--- src/rtl/vs_sci_pkg.sv ---
// Shared SCI definitions for the VS10xx serial control interface.
// Holds SCI opcodes, SCI register addresses, the SCI writer state
// type and a helper that assembles a 32-bit SCI write frame.
package vs_sci_pkg;

  localparam logic [7:0] SCI_OP_WRITE = 8'h02;
  localparam logic [7:0] SCI_OP_READ  = 8'h03;

  localparam logic [7:0] SCI_MODE = 8'h00;
  localparam logic [7:0] SCI_VOL  = 8'h0B;

  typedef enum logic [2:0] {
    IDLE,
    REQ,
    SETUP,
    SHIFT,
    HOLD,
    GUARD
  } sci_state_t;

  // Frame layout on the wire, MSB first: opcode, address, data[15:8], data[7:0].
  function automatic logic [31:0] sci_write_frame(input logic [7:0]  addr,
                                                  input logic [15:0] data);
    return {SCI_OP_WRITE, addr, data};
  endfunction

endpackage

--- src/rtl/sci_clk_gen.sv ---
// SPI half-period strobe generator.
// Counts 0..HALF_DIV-1 while enabled and alternates between a low and
// a high half-period; emits sclk_rise at the end of each low half and
// sclk_fall at the end of each high half. Disabling clears the counter
// so every enable starts with a full low half-period.
// Ports:
//   clk, rst   system clock, synchronous active-high reset
//   en         run the counter (held low outside a shift phase)
//   sclk_rise  one-cycle strobe: sclk should go high on this edge
//   sclk_fall  one-cycle strobe: sclk should go low on this edge
module sci_clk_gen
  import vs_sci_pkg::*;
#(
  parameter int unsigned HALF_DIV = 50
) (
  input  logic clk,
  input  logic rst,
  input  logic en,
  output logic sclk_rise,
  output logic sclk_fall
);

  localparam int unsigned CW = (HALF_DIV > 1) ? $clog2(HALF_DIV) : 1;

  logic [CW-1:0] cnt;
  logic          phase;   // 0: low half-period, 1: high half-period
  logic          term;

  always_comb begin
    term      = (cnt == CW'(HALF_DIV - 1));
    sclk_rise = en && term && !phase;
    sclk_fall = en && term && phase;
  end

  always_ff @(posedge clk) begin
    if (rst || !en) begin
      cnt   <= '0;
      phase <= 1'b0;
    end else if (term) begin
      cnt   <= '0;
      phase <= ~phase;
    end else begin
      cnt <= cnt + CW'(1);
    end
  end

endmodule

--- src/rtl/vs_sci_vol_writer.sv ---
// Writes the volume attenuation word to the VS10xx SCI_VOL register.
// Any change of vol against the last written value (shadow) marks a
// write pending; the block then requests the shared SPI bus, waits for
// grant and DREQ together, and shifts one 32-bit SCI write frame.
// Ports:
//   clk, rst  system clock, synchronous active-high reset
//   vol       attenuation word (0x0000 loudest, 0xFFFF mute)
//   dreq      VS10xx DREQ, sampled only before a frame starts
//   bus_gnt   SPI bus grant from the pin mux
//   bus_req   SPI bus request
//   xcs       SCI chip select, active low
//   sclk      SPI clock, idle low
//   si        SPI data to the chip
//   busy      high whenever the writer is not idle
//   done      one-cycle pulse as a frame completes
module vs_sci_vol_writer
  import vs_sci_pkg::*;
#(
  parameter int unsigned HALF_DIV  = 50,
  parameter int unsigned GUARD_CYC = 10
) (
  input  logic        clk,
  input  logic        rst,
  input  logic [15:0] vol,
  input  logic        dreq,
  input  logic        bus_gnt,
  output logic        bus_req,
  output logic        xcs,
  output logic        sclk,
  output logic        si,
  output logic        busy,
  output logic        done
);

  sci_state_t  state;
  logic [15:0] shadow;
  logic        pending;
  logic [31:0] sreg;
  logic [4:0]  bit_cnt;
  logic [15:0] wait_cnt;
  logic [31:0] frame_w;
  logic        vol_changed;
  logic        sclk_rise;
  logic        sclk_fall;

  always_comb begin
    frame_w     = sci_write_frame(SCI_VOL, vol);
    vol_changed = (vol != shadow);
  end

  sci_clk_gen #(
    .HALF_DIV (HALF_DIV)
  ) u_clk_gen (
    .clk       (clk),
    .rst       (rst),
    .en        (state == SHIFT),
    .sclk_rise (sclk_rise),
    .sclk_fall (sclk_fall)
  );

  always_ff @(posedge clk) begin
    if (rst) begin
      state    <= IDLE;
      shadow   <= 16'hFFFF;
      pending  <= 1'b1;
      sreg     <= '0;
      bit_cnt  <= '0;
      wait_cnt <= '0;
      bus_req  <= 1'b0;
      xcs      <= 1'b1;
      sclk     <= 1'b0;
      si       <= 1'b0;
      busy     <= 1'b0;
      done     <= 1'b0;
    end else begin
      done <= 1'b0;
      if (vol_changed) pending <= 1'b1;

      case (state)
        IDLE: begin
          // A change seen this cycle starts the request without waiting
          // for pending to register.
          if (pending || vol_changed) begin
            bus_req <= 1'b1;
            busy    <= 1'b1;
            state   <= REQ;
          end
        end

        REQ: begin
          if (bus_gnt && dreq) begin
            sreg     <= frame_w;
            si       <= frame_w[31];
            shadow   <= vol;
            pending  <= 1'b0;   // overrides the change-detect set above
            xcs      <= 1'b0;
            wait_cnt <= '0;
            state    <= SETUP;
          end
        end

        SETUP: begin
          if (wait_cnt == 16'(HALF_DIV - 1)) begin
            bit_cnt <= '0;
            state   <= SHIFT;
          end else begin
            wait_cnt <= wait_cnt + 16'd1;
          end
        end

        SHIFT: begin
          if (sclk_rise) sclk <= 1'b1;
          if (sclk_fall) begin
            sclk <= 1'b0;
            si   <= sreg[30];
            sreg <= {sreg[30:0], 1'b0};
            if (bit_cnt == 5'd31) begin
              wait_cnt <= '0;
              state    <= HOLD;
            end else begin
              bit_cnt <= bit_cnt + 5'd1;
            end
          end
        end

        HOLD: begin
          if (wait_cnt == 16'(HALF_DIV - 1)) begin
            xcs      <= 1'b1;
            done     <= 1'b1;
            wait_cnt <= '0;
            state    <= GUARD;
          end else begin
            wait_cnt <= wait_cnt + 16'd1;
          end
        end

        GUARD: begin
          if (wait_cnt == 16'(GUARD_CYC - 1)) begin
            bus_req <= 1'b0;
            busy    <= 1'b0;
            state   <= IDLE;
          end else begin
            wait_cnt <= wait_cnt + 16'd1;
          end
        end

        default: state <= IDLE;
      endcase
    end
  end

endmodule
--- config.mk ---
export PLATFORM = sky130hd
export DESIGN_NAME = vs_sci_vol_writer
export DESIGN_NICKNAME = d
export VERILOG_FILES = /design/src/rtl/vs_sci_pkg.sv /design/src/rtl/sci_clk_gen.sv /design/src/rtl/vs_sci_vol_writer.sv
export SDC_FILE = /design/constraint.sdc
export NUM_CORES = 1
export LEC_CHECK = 0
export ABC_CLOCK_PERIOD_IN_PS = 2950
export CELL_PAD_IN_SITES_DETAIL_PLACEMENT = 1
export CELL_PAD_IN_SITES_GLOBAL_PLACEMENT = 1
export CORE_ASPECT_RATIO = 0.7
export CORE_MARGIN = 5
export CORE_UTILIZATION = 45
export DETAILED_ROUTE_END_ITERATION = 8
export PLACE_DENSITY = 0.77
export SLEW_MARGIN = 15
export SYNTH_ARGS = -nofsm -noshare
export SYNTH_HDL_FRONTEND = slang
export SYNTH_HIERARCHICAL = 1
export SYNTH_SLANG_ARGS = --single-unit
--- constraint.sdc ---
create_clock -name clk -period 2.95 [get_ports clk]
set_input_delay 0.59 -clock clk [delete_from_list [all_inputs] [get_ports clk]]
set_output_delay 0.59 -clock clk [all_outputs]
set_load 0.05 [all_outputs]
---- Word-level counts from Yosys, hierarchy flattened ----
Index checks and enable logic that the tools add are counted.
storage, ports and cells
  register bits after elaboration ......... 84
  latch bits .............................. 0
  bits in writable memories ............... 0
  bits in read-only memories .............. 0
  memories kept ........................... 0
cells by class
  add/subtract/negate cells ............... 3
  multipliers ............................. 0
  divide/modulo/power cells ............... 0
  magnitude comparators ................... 0
  eq/ne operators ......................... 20
  shifts and indexed selects .............. 0
  mux-type cells .......................... 36
  bitwise logic cells ..................... 2
  reductions and logical operators ........ 25
operators with widths
  cell                                             number
  2-to-1 mux 16 bit                                6
  one-hot mux 16 bit (5 select lines)              1
  2-to-1 mux 31 bit                                2
  one-hot mux 31 bit (2 select lines)              1
  2-to-1 mux 3 bit                                 7
  != test 2 bit (second input constant)            10
  one-hot mux 3 bit (6 select lines)               1
  adder 16 x 1 -> 16 bit (second input constant)   1
  == test 16 x 4 -> 1 bit (second input constant)  1
  == test 16 x 6 -> 1 bit (second input constant)  1
  != test 16 bit                                   1
  2-to-1 mux 5 bit                                 3
  2-to-1 mux 1 bit                                 11
  one-hot mux 5 bit (2 select lines)               1
  nonzero test 2 bit                               5
  AND reduction 3 bit                              3
  AND reduction 7 bit                              1
  adder 6 x 1 -> 6 bit (second input constant)     1
  == test 3 x 2 -> 1 bit (second input constant)   2
  == test 3 bit (second input constant)            2
  == test 6 bit (second input constant)            1
  one-hot mux 1 bit (2 select lines)               3
  AND reduction 6 bit                              1
  adder 5 x 1 -> 5 bit (second input constant)     1
  11 further kinds                                 19

---- Logic depth before layout (Yosys ltp) ----
  depth after elaboration ................. 5
  mapped depth ............................ 12
  gate-level depth less buffers ........... 10

---- Cells and area by module ----
The synthesis kept the hierarchy.
by module, submodules not included
  module             instances  cells an instance  area each (sq um)  sequential area each (sq um)
  vs_sci_vol_writer  1          447                3753.6             1541.5
  sci_clk_gen        1          36                 341.6              140.1

---- Worst setup path before layout ----
OpenSTA, ideal clock, no wires.
  path type ............................... flip-flop to flip-flop
  from .................................... reg state[2]
  to ...................................... reg wait_cnt[14]
  setup time .............................. 0.088 ns
  arrival ................................. 2.494 ns
  path slack .............................. 0.368 ns
  cell stages (with the launch flop) ...... 13
  path buffers ............................ 3
  clock period less this slack ............ 2.582 ns
  path through ............................ dfxtp_1 > buf_6 > and2b_1 > nand2_1 > inv_2 > clkbuf_1 > and3_1 > a21boi_1 > o22ai_4 > o21ai_4 > buf_6 > or3_1 > o32ai_2
on the way
  word-level cells in the longest chain between the ends .. 5
  elaborated cells between the ends (all ways) .. 15
  classes of those cells .................. 10 x eq/ne; 1 x mux; 4 x reduce/logical
ends and longest elaborated chain
  what                             line                      text
  from (decl)                      vs_sci_vol_writer.sv:35   sci_state_t state;
  from (signal assigned)           vs_sci_vol_writer.sv:63   state <= IDLE;
  from (signal assigned)           vs_sci_vol_writer.sv:86   state <= REQ;
  from (signal assigned)           vs_sci_vol_writer.sv:98   state <= SETUP;
  == test 3 x 2 -> 1 bit           vs_sci_vol_writer.sv:56   .en (state == SHIFT),
  logical AND 1 bit (2 in series)  sci_clk_gen.sv:32         sclk_fall = en && term && phase;
  net sclk_fall                    vs_sci_vol_writer.sv:44   logic sclk_fall;
  != test 2 bit (no line)          --
  AND reduction 6 bit (no line)    --
  to (signal assigned)             vs_sci_vol_writer.sv:107  wait_cnt <= wait_cnt + 16'd1;
  to (signal assigned)             vs_sci_vol_writer.sv:133  wait_cnt <= wait_cnt + 16'd1;
  to (signal assigned)             vs_sci_vol_writer.sv:143  wait_cnt <= wait_cnt + 16'd1;
  to (decl)                        vs_sci_vol_writer.sv:40   logic [15:0] wait_cnt;
The timed path passes the listed nets, and every way through them passes these cells.
A chain may end at the register's enable or synchronous reset.

---- Worst setup path in the final report ----
  from .................................... reg state[2]
  to ...................................... reg wait_cnt[0]
The elaborated chain is that of the path after synthesis.

==> out/results.md <==
| Quantity | This run | Unit |
|---|---|---|
| Post-CTS Resized | 0 | - |
| Area fraction in compound gates after synthesis | 16.0 | % |
| Number of cells on the worst hold path | 2 | - |
| Post-placement cell count | 609 | - |
| Tightest Pin Transition | 0.911 | ns |
| Pin count of the biggest net entering global routing | 50 | - |
| Relative area change from synthesis to final layout | 14.5 | % |
| Number of filler instances in the final layout | 1069 | - |
| Main combinational cell family by area after synthesis | simple AND/OR/NAND/NOR gates | - |
| Number of diodes added for antenna fixing | 0 | - |
| Number of buffers created by CTS | 9 | - |
| Primary FF master, synth | sky130_fd_sc_hd__dfxtp_1 | - |
| Comb pwr share | 10.7 | % |
| Global-route congestion overflow total | 0 | - |
| Post-Synthesis Mean Instance Area | 8.48 | sq um |
| Internal power | 2.05 | mW |
| Number of slew-limit violations in the final report | 0 | - |
| Placement row count | 29 | - |
| Data arrival at the endpoint of the critical path | 2.82 | ns |
| Seq/Total Area, Yosys | 41.1 | % |
| DR WL/cell | 16.3 | um |
| Clock slew seen by the registers of the worst setup and hold paths | 0.06 | ns |
| Multiplexer share of the synthesized area | 0 | % |
| Power share of the sequential group | 44.7 | % |
| Clock tree from TritonCTS | yes | - |
| PD cells | 578 | nW/um^2 |
| Global Route Usage Sum | 19.3 | % |
| Number of flops mapped to enable cells by yosys | 0 | - |
| Crit path required time | 3.20 | ns |
| Clock period minus final worst setup slack | 2.57 | ns |
| Routability-driven placement congestion ratio | 0.790 | - |
| Die extent in x | 124 | um |
| Ratio of cells with drive above 1 in the final layout | 8.58 | % |
| Yosys reg bits | 84 | - |
| Per-cell via count in the routed design | 5.56 | - |
| Worst supply voltage drop on vdd | 0.000306 | V |
| Clock tree sinks | 84 | - |
| Fmax achieved | 0.389 | GHz |
| Number of buffers inserted by port buffering | 25 | - |
| Worst setup EP type | flip-flop | - |
| Final Cycle Share | 87.1 | % |
| Die footprint | 11100 | sq um |
| CTS H-tree lvls | 3 | - |
| Number of nets produced by synthesis | 509 | - |
| Post-synthesis adder-cell area fraction | 1.83 | % |
| Combined flip-flop and latch cell area | 1680 | sq um |
| Largest fanout on the critical path | 28 | - |
| Post-CTS Setup Bufs | 0 | - |
| Worst max-slew margin expressed relative to the limit | 39.2 | % |
| Leakage power summed over all cells | 1.57 | nW |
| Outcome | finished, final reports clean | - |
| Final routed DRC violation total | 0 | - |
| Path class of the lowest-slack min-delay path | reg2reg | - |
| Count of antenna-violating nets left after detailed routing | 0 | - |
| Starting density of the core | 45.7 | % |
| Library cell used as clock root buffer | sky130_fd_sc_hd__clkbuf_16 | - |
| Number of violations of the max-capacitance limit | 0 | - |
| Worst skew pair latency | 0.34 | ns |
| Path depth of the worst reg2reg path | 9 | - |
| Fin Setup TNS | 0 | ns |
| Total I/O pin count | 26 | - |
| Critical setup path kind | reg2reg | - |
| Multi-input logic area | 2190 | sq um |
| RSZ-0062 raised after global routing | no | - |
| Number of unique standard cell types used by synthesis | 65 | - |
| Final Power | 2.71 | mW |
| Drt first-iter violations | 151 | - |
| Layout Nets | 522 | - |
| Hold violation total from the final report | 0 | - |
| Critical path startpoint category | flip-flop | - |
| Async set or reset register ratio after synthesis | 0 | % |
| Clock network power share | 44.6 | % |
| Core Util, Final | 52.3 | % |
| Wire length of the first global-routing pass | 17500 | um |
| Total iterations of the first detailed-routing run | 4 | - |
| Sum of routed wire length over all layers | 10200 | um |
| Area of the core region | 8960 | sq um |
| Post-layout instance count excluding filler cells | 625 | - |
| Via count of the first global-routing pass | 3624 | - |
| Worst clock skew | 0.00598 | ns |
| Post-Synthesis Cells | 483 | - |
| XOR/XNOR Fraction of Synth Area | 4.49 | % |
| Post-CTS Hold Buffers | 0 | - |
| Setup violation total in the final timing report | 0 | - |
| Via count of the routed design | 3476 | - |
| Synth warn | 6 | - |
| Buffer depth of the longest clock path | 2 | - |
| Number of antenna violations at the first check in global routing | 0 | - |
| Net Sw Frac | 24.4 | % |
| Synth Area in Simple Gates | 31.2 | % |
| Die Span Y | 89.8 | um |
| Synth Cell Area | 4100 | sq um |
| Reported net switching power | 0.661 | mW |
| DPL Wire Length | 6980 | um |
-- layer usage --
layer	up-vias	global-route usage (%)	part of all wire [%]
met5	-	0	0
met4	0	4.28	0.69
met3	4	5.46	3.5
met2	44	29.0	46
met1	1683	27.4	49
li1	1745	-	-
-- cell usage after synthesis, drive strengths merged (11+ instances only) --
cell type | n | area (sq um)
buf | 16 | 118
nand2 | 88 | 338
clkbuf | 15 | 66.3
nand3b | 15 | 113
nand3 | 27 | 135
o21ai | 16 | 91.3
nor2 | 38 | 145
dfxtp | 84 | 1680
nor3 | 11 | 60.1
xor2 | 18 | 158
a21oi | 35 | 179
or3 | 11 | 73.8
a311oi | 15 | 131
-- metrics by stage --
step           hold WS, ns  worst slack, ns  instance area (sq um)
5_1_grt              0.475            0.225                   4690
3_5_place_dp         0.446            0.360                   4370
6_report             0.451            0.379                   4690
2_1_floorplan        0.430            0.368                   4100
3_3_place_gp         0.436            0.395                   4370
4_1_cts              0.454            0.391                   4690
-- worst max-delay path, cell delays in order (launching register included) --
cell and delay, ns:
sky130_fd_sc_hd__dfxtp_1 0.41, sky130_fd_sc_hd__and2b_1 0.37, sky130_fd_sc_hd__nand2_1 0.13, sky130_fd_sc_hd__inv_2 0.08, sky130_fd_sc_hd__and3_1 0.17, sky130_fd_sc_hd__a21boi_1 0.12
sky130_fd_sc_hd__o22ai_4 0.24, sky130_fd_sc_hd__o21ai_4 0.24, sky130_fd_sc_hd__or4_1 0.57, sky130_fd_sc_hd__a21oi_1 0.16
-- power groups by stage --
stage | clock network, mW | logic, mW | registers (mW)
after floorplan | 0 | 0.204 | 1.23
after global placement | 0 | 0.281 | 1.23
after detailed placement | 0 | 0.289 | 1.23
after CTS | 1.24 | 0.293 | 1.21
after global routing | 1.30 | 0.322 | 1.21
final | 1.21 | 0.291 | 1.21
-- registers in the layout, indices dropped and copies added (netlist names) --
name / count
pending: 1
shadow: 16
sreg: 31
xcs: 1
done: 1
state: 3
bit_cnt: 5
u_clk_gen/cnt: 6
si: 1
busy: 1
sclk: 1
u_clk_gen/phase: 1
wait_cnt: 16
-- logic make-up (layout without fill, tap and decap cells) --
logic type,Yosys count,count (layout)
compound gates,93,93
xor+xnor,21,21
fa+ha+maj,6,6
buf+inv,41,59
flops,84,84
simple gates,238,238
-- worst paths after layout --
| kind | from | to | slack, ns |
|---|---|---|---|
| setup / recovery | state[2] | wait_cnt[0] | 0.38 |
| hold / removal | shadow[0] | shadow[0] | 0.45 |
| setup reg to reg | state[2] | wait_cnt[0] | 0.38 |
| hold reg to reg | shadow[0] | shadow[0] | 0.45 |
-- final cells by class --
cell class	count	share of cell area (%)
inverters	10	0.800
clock buffers	12	5.25
repair buffers	33	6.51
flip-flops and latches	84	35.8
multi-input cells	358	46.7
clock inverters	4	1.55
well taps	124	3.31
-- cells in the final DEF, fill, tap and decap left out, drive strengths merged, types with 2 or more instances in the layout --
master,netlist,final
nor2b,3,3
nand3,27,27
nand2,88,88
a211oi,3,3
a2111oi,2,2
nor3b,2,2
nand3b,15,15
inv,10,10
xor2,18,18
clkdlybuf4s50,0,24
a21oi,35,35
o21ai,16,16
and3,3,3
or2,2,2
or3,11,11
o31ai,6,6
buf,16,9
ha,6,6
a2bb2oi,2,2
and4,2,2
bufinv,0,2
nor4,6,6
dfxtp,84,84
or4,9,9
xnor2,3,3
nand4,9,9
a21o,2,2
nand2b,2,2
o22ai,2,2
nor3,11,11
clkbuf,15,12
and2,4,4
a311oi,15,15
nor2,38,38
o211ai,2,2
Power figures use the tool's default switching activity.
